--- config.mk ---
export PLATFORM = sky130hd
export DESIGN_NAME = pci_fifo_arbiter_p
export DESIGN_NICKNAME = d
export VERILOG_FILES = /design/src/rtl/pci_fifo_arbiter_p.sv
export SDC_FILE = /design/constraint.sdc
export NUM_CORES = 1
export LEC_CHECK = 0
export ABC_CLOCK_PERIOD_IN_PS = 12420
export CORE_ASPECT_RATIO = 0.9
export CORE_MARGIN = 1.5
export CORE_UTILIZATION = 56
export CTS_CLUSTER_DIAMETER = 80
export DETAILED_ROUTE_END_ITERATION = 12
export GPL_TIMING_DRIVEN = 0
export PLACE_DENSITY = 0.83
export SLEW_MARGIN = 20
export SYNTH_ARGS = -nofsm -noshare
export SYNTH_HDL_FRONTEND = slang
export SYNTH_SLANG_ARGS = --single-unit
--- constraint.sdc ---
create_clock -name clk -period 12.42 [get_ports clk]
set_input_delay 2.484 -clock clk [delete_from_list [all_inputs] [get_ports clk]]
set_output_delay 2.484 -clock clk [all_outputs]
set_load 0.1 [all_outputs]
--- src/rtl/pci_fifo_arbiter_p.sv ---
// pci_fifo_arbiter_p
//   First-come-first-served PCI arbiter for NUM_REQ masters with active-low
//   REQ#/GNT#. Falling REQ edges are queued in a circular order FIFO. The
//   arbiter also supports a grant timeout, request withdrawal, hidden
//   (back-to-back) arbitration and optional bus parking.
// Ports
//   clk, rst_n   rising-edge clock, synchronous active-low reset
//   REQ          per-master bus request, active low
//   FRAME, IRDY  shared PCI FRAME#/IRDY#, active low
//   GNT          registered grants, active low, at most one bit low
//   owner_id     master currently granted / owning the bus
//   owner_valid  owner_id is meaningful
//   q_count      entries in the order queue (stale ones included)
//   timeout      one-clock pulse when the timer revokes a grant
module pci_fifo_arbiter_p #(
  parameter int NUM_REQ     = 8,
  parameter int GNT_TIMEOUT = 16,
  parameter int HIDDEN_ARB  = 1,
  parameter int PARK_EN     = 0,
  parameter int PARK_ID     = 0
) (
  input  logic                       clk,
  input  logic                       rst_n,
  input  logic [NUM_REQ-1:0]         REQ,
  input  logic                       FRAME,
  input  logic                       IRDY,
  output logic [NUM_REQ-1:0]         GNT,
  output logic [$clog2(NUM_REQ)-1:0] owner_id,
  output logic                       owner_valid,
  output logic [$clog2(NUM_REQ):0]   q_count,
  output logic                       timeout
);
  localparam int IW = $clog2(NUM_REQ);
  localparam int CW = IW + 1;
  localparam int TW = $clog2(GNT_TIMEOUT) + 1;

  typedef enum logic [1:0] {IDLE, GRANTED, BUSY} state_t;

  state_t               state;
  logic [IW-1:0]        queue [NUM_REQ];
  logic [IW-1:0]        rd_ptr, wr_ptr;
  logic [NUM_REQ-1:0]   req_q, pending, push;
  logic [IW-1:0]        slot [NUM_REQ];
  logic [CW-1:0]        push_cnt;
  logic [IW-1:0]        head;
  logic                 head_valid, head_stale;
  logic                 bus_idle, idle_q, parked;
  logic                 grant_ok, hidden_ok, pop;
  logic [TW-1:0]        timer;

  // Pointer advance modulo NUM_REQ (NUM_REQ need not be a power of two).
  function automatic logic [IW-1:0] wrap_add(input logic [IW-1:0] p, input logic [CW-1:0] n);
    logic [CW:0] s;
    s = {2'b00, p} + {1'b0, n};
    if (s >= (CW+1)'(NUM_REQ)) s = s - (CW+1)'(NUM_REQ);
    return s[IW-1:0];
  endfunction

  assign bus_idle   = FRAME & IRDY;
  assign head       = queue[rd_ptr];
  assign head_valid = (q_count != '0) &&  pending[head];
  assign head_stale = (q_count != '0) && !pending[head];

  // Same-cycle edges take consecutive slots in ascending index order.
  always_comb begin
    logic [CW-1:0] cnt;
    cnt  = '0;
    push = '0;
    for (int i = 0; i < NUM_REQ; i++) begin
      slot[i] = wrap_add(wr_ptr, cnt);
      if (req_q[i] && !REQ[i] && !pending[i] &&
          !(owner_valid && owner_id == IW'(i)) &&
          (q_count + cnt < CW'(NUM_REQ))) begin
        push[i] = 1'b1;
        cnt     = cnt + 1'b1;
      end
    end
    push_cnt = cnt;
  end

  // Leaving the parked master for someone else costs a turnaround clock
  // first, so no grant is issued in that cycle.
  assign grant_ok  = (state == IDLE) && head_valid &&
                     !(parked && !FRAME && idle_q) &&
                     !(parked && head != IW'(PARK_ID));
  assign hidden_ok = (HIDDEN_ARB != 0) && (state == BUSY) && FRAME && !IRDY && head_valid;
  // Stale heads are dropped as soon as they surface.
  assign pop       = head_stale || grant_ok || hidden_ok;

  always_ff @(posedge clk) begin
    if (!rst_n) begin
      state       <= IDLE;
      GNT         <= '1;
      owner_id    <= '0;
      owner_valid <= 1'b0;
      q_count     <= '0;
      timeout     <= 1'b0;
      req_q       <= '1;
      pending     <= '0;
      timer       <= '0;
      rd_ptr      <= '0;
      wr_ptr      <= '0;
      idle_q      <= 1'b0;
      parked      <= 1'b0;
    end else begin
      req_q   <= REQ;
      idle_q  <= bus_idle;
      timeout <= 1'b0;
      for (int i = 0; i < NUM_REQ; i++) begin
        if (push[i]) begin
          queue[slot[i]] <= IW'(i);
          pending[i]     <= 1'b1;
        end else if (REQ[i]) begin
          pending[i] <= 1'b0;
        end
      end
      if (grant_ok || hidden_ok) pending[head] <= 1'b0;
      wr_ptr  <= wrap_add(wr_ptr, push_cnt);
      if (pop) rd_ptr <= wrap_add(rd_ptr, CW'(1));
      q_count <= q_count + push_cnt - CW'(pop);

      case (state)
        IDLE: begin
          if (parked && !FRAME && idle_q) begin
            state <= BUSY;
          end else if (head_valid) begin
            if (grant_ok) begin
              GNT         <= ~(NUM_REQ'(1) << head);
              owner_id    <= head;
              owner_valid <= 1'b1;
              parked      <= 1'b0;
              timer       <= '0;
              state       <= GRANTED;
            end else begin
              GNT         <= '1;
              owner_valid <= 1'b0;
              parked      <= 1'b0;
            end
          end else if (PARK_EN != 0 && !parked && q_count == '0 && bus_idle) begin
            GNT         <= ~(NUM_REQ'(1) << PARK_ID);
            owner_id    <= IW'(PARK_ID);
            owner_valid <= 1'b1;
            parked      <= 1'b1;
          end
        end
        GRANTED: begin
          // Also completes a hidden grant whose turnaround clock just ended.
          GNT <= ~(NUM_REQ'(1) << owner_id);
          if (!FRAME && idle_q) begin
            state <= BUSY;
          end else if (REQ[owner_id]) begin
            GNT         <= '1;
            owner_valid <= 1'b0;
            state       <= IDLE;
          end else if (bus_idle) begin
            if (timer == TW'(GNT_TIMEOUT - 1)) begin
              GNT         <= '1;
              owner_valid <= 1'b0;
              timeout     <= 1'b1;
              state       <= IDLE;
            end else begin
              timer <= timer + 1'b1;
            end
          end
        end
        BUSY: begin
          if (FRAME) begin
            GNT <= '1;
            if (!IRDY) begin
              // Final data phase: hand the next grant over while the
              // current master finishes; GNT stays high this clock.
              if (hidden_ok) begin
                owner_id    <= head;
                owner_valid <= 1'b1;
                parked      <= 1'b0;
                timer       <= '0;
                state       <= GRANTED;
              end
            end else begin
              owner_valid <= 1'b0;
              parked      <= 1'b0;
              state       <= IDLE;
            end
          end
        end
        default: state <= IDLE;
      endcase
    end
  end
endmodule

==> run metrics <==
Num CTS Buffers 9; Final ANT Viol Nets 0; Setup crit start kind input port; drt drc 0; CTS Sinks 74; DP HPWL around 15000 um; fin. max-slew vios 0; initial antenna violation count 0; clock skew 0.003993 ns; pin count of the biggest net entering global routing 15; Chip Width 113.5 um; length in cells of the worst reg-to-reg path 51; Die H 102.4 um; CP Class input port to flip-flop; I/O Pins 29; Peak Freq 76.28 MHz; final wirelength 22520 um; Vias 6977; Initial Utilization 57.14%; outcome finished with violations; fillcell total 754; flops & latches, synth 74; most frequent cells in the layout nand2_1 (82), dfxtp_1 (74), nor2_1 (65), buf_4 (65), a21oi_1 (43); TritonCTS clock tree done; grt ovf 0; Ys Warns 0; syn_area_per_cell approximately 8.0 um^2; crit end category flip-flop; number of global-route vias before repair ~6.6k; final worst slack -0.6900 ns; Reg area about 1500 um^2; number of buffers on the longest clock path 2; EDFF count, synth 0; mapped cell area 6151 um^2; Hold Crit Depth 2; syn_nets 825; Final Setup Violations 5; commonest non-fill, non-tap cell in the layout nand2_1; first-pass GRT wire length 34050 um; wire per inst approximately 22 um; CP dominant cell by count ha_4; CP peak stage delay 0.40 ns; layout cells sized above 1 21.60%; Clock Latency Late Sink 0.35 ns; Synth cell types 78; slowest CP cell ha_4; r2r setup slk -0.01 ns; clk root buf clkbuf_16; most common flop cell mapped by yosys dfxtp_1; CP arrival ~13 ns; Period minus WS final between 10 and 15 ns; Final period util 105.6%; relative slew slack 35.14%; CTS clock-pin slew for the worst setup and hold paths 0.06 ns; Max-Cap Viols 0; Seq/Total Area, Yosys between 20% and 30%; failing checks setup timing; RePlAce Congestion between 0.9 and 1; synthesized instance count between 700 and 800; Crit Path Max Fanout 5; Placed Area 6813 um^2; DRT Pass-1 Iters 6; Hold Crit Start GNT[1]$_SDFFE_PN1P_; Multi-input gate area 4949 um^2; Hold Path End GNT[1]$_SDFFE_PN1P_; Final #Nets 929; total track usage between 30% and 40%; worst slew pin tran 0.9698 ns; post-synthesis async set-or-reset flop share 0%; r2r endpoint q_count[3]$_SDFF_PN0_; min-delay worst type flip-flop to flip-flop; Core ar. about 11000 um^2; Rows 36; R2R Path Start q_count[3]$_SDFF_PN0_; unrepaired setup endpoints after global routing yes; H-tree depth 3; Initial DRC Count 1062; synth-to-layout area growth 29.39%; design area 7959 um^2; die area 11620 um^2; number of port buffers 28; hold buffer count at cts 0; Final Hold Vio Count 0; Worst EP required 12.63 ns; number of vias per cell roughly 6.9; antenna cells 0
## sequential cells by signal, indices dropped and copies added (netlist names), named ones only
name	cells
rd_ptr	3
q_count	4
owner_id	3
timeout	1
queue	24
wr_ptr	3
timer	5
req_q	8
idle_q	1
pending	8
GNT	8
state	2
owner_valid	1
## metrics by stage
| stage | TNS [ns] | std cells | setup slack (ns) | hold slack (ns) | utilization (%) |
|---|---|---|---|---|---|
| after floorplan | -0.7420 | 766 | -0.4105 | 0.4570 | - |
| after global placement | -34.62 | 927 | -2.200 | 0.4509 | 63.28 |
| after detailed placement | -41.80 | 927 | -2.400 | 0.4577 | 63.28 |
| after CTS | -0.09040 | 994 | -0.09040 | 0.4711 | 72.50 |
| after global routing | -4.944 | 1008 | -0.9582 | 0.5080 | 73.93 |
| final | -1.924 | 1008 | -0.6900 | 0.4707 | 73.93 |
## critical path, delay by kind of cell
| family | cells | cell delay [ns] |
|---|---|---|
| multiplexers | 6 | 1.99 |
| AND/OR/NAND/NOR | 14 | 2.15 |
| XOR/XNOR | 2 | 0.39 |
| adder cells (fa/ha/maj) | 8 | 2.19 |
| AO/OA/AOI/OAI | 15 | 3.72 |
| buffers and inverters | 3 | 0.35 |
## worst max path at each step
stage / to / start / slack [ns]
floorplan: q_count[3]$_SDFF_PN0_ / REQ[0] / -0.41
global placement: q_count[3]$_SDFF_PN0_ / REQ[0] / -2.20
detailed placement: q_count[3]$_SDFF_PN0_ / REQ[0] / -2.40
CTS: q_count[3]$_SDFF_PN0_ / REQ[0] / -0.09
global route: q_count[3]$_SDFF_PN0_ / REQ[0] / -0.96
finish: q_count[3]$_SDFF_PN0_ / REQ[0] / -0.69
## metal layers
metal  vias up  GRT usage (%)  part of all wire [%]
met4         0          18.37                   5.9
li1       3014              -                     -
met5         -              0                     0
met2       527          63.95                    46
met3       158          10.74                    11
met1      3278          45.14                    37
## synth_stat cells, drive strengths merged (15+ instances only)
cell type | number | share of area [%]
nand2 | 85 | 5.2
dfxtp | 74 | 24
nor2 | 66 | 4.0
a21oi | 48 | 4.0
inv | 42 | 2.6
o21ai | 41 | 3.3
ha | 40 | 8.1
nor3 | 25 | 2.4
nand3 | 22 | 1.8
clkbuf | 19 | 1.2
mux2i | 18 | 3.2
nand2b | 17 | 1.7
xnor2 | 15 | 2.1
## repair_timing
item                                   in CTS  in global routing
setup buffers                              53                 15
setup endpoints to repair                  32                 28
resized for setup                          55                 13
pin swaps                                  43                 35
endpoints found under the hold margin       0                  0
## layout make-up
class                           count  share of cell area [%]
Sequential cell                    74                   18.61
Clock inverter                      3                  0.5817
Inverter                           42                   1.981
Buffer                             28                   1.493
Tap cell                          133                   2.091
Multi-Input combinational cell    621                   62.18
Clock buffer                       13                   3.270
Timing Repair Buffer               94                   9.794
## logic make-up after synthesis
group / after synthesis / share of synthesized area [%]
simple gates: 315 / 27.03
compound gates: 194 / 21.28
flops: 74 / 24.08
buf+inv: 71 / 4.556
fa+ha+maj: 47 / 10.41
mux: 34 / 7.770
xor+xnor: 31 / 4.862
Power is left out: the tool's default activity adds up to more than one toggle a clock period on the data nets, which glitch-free logic cannot reach.
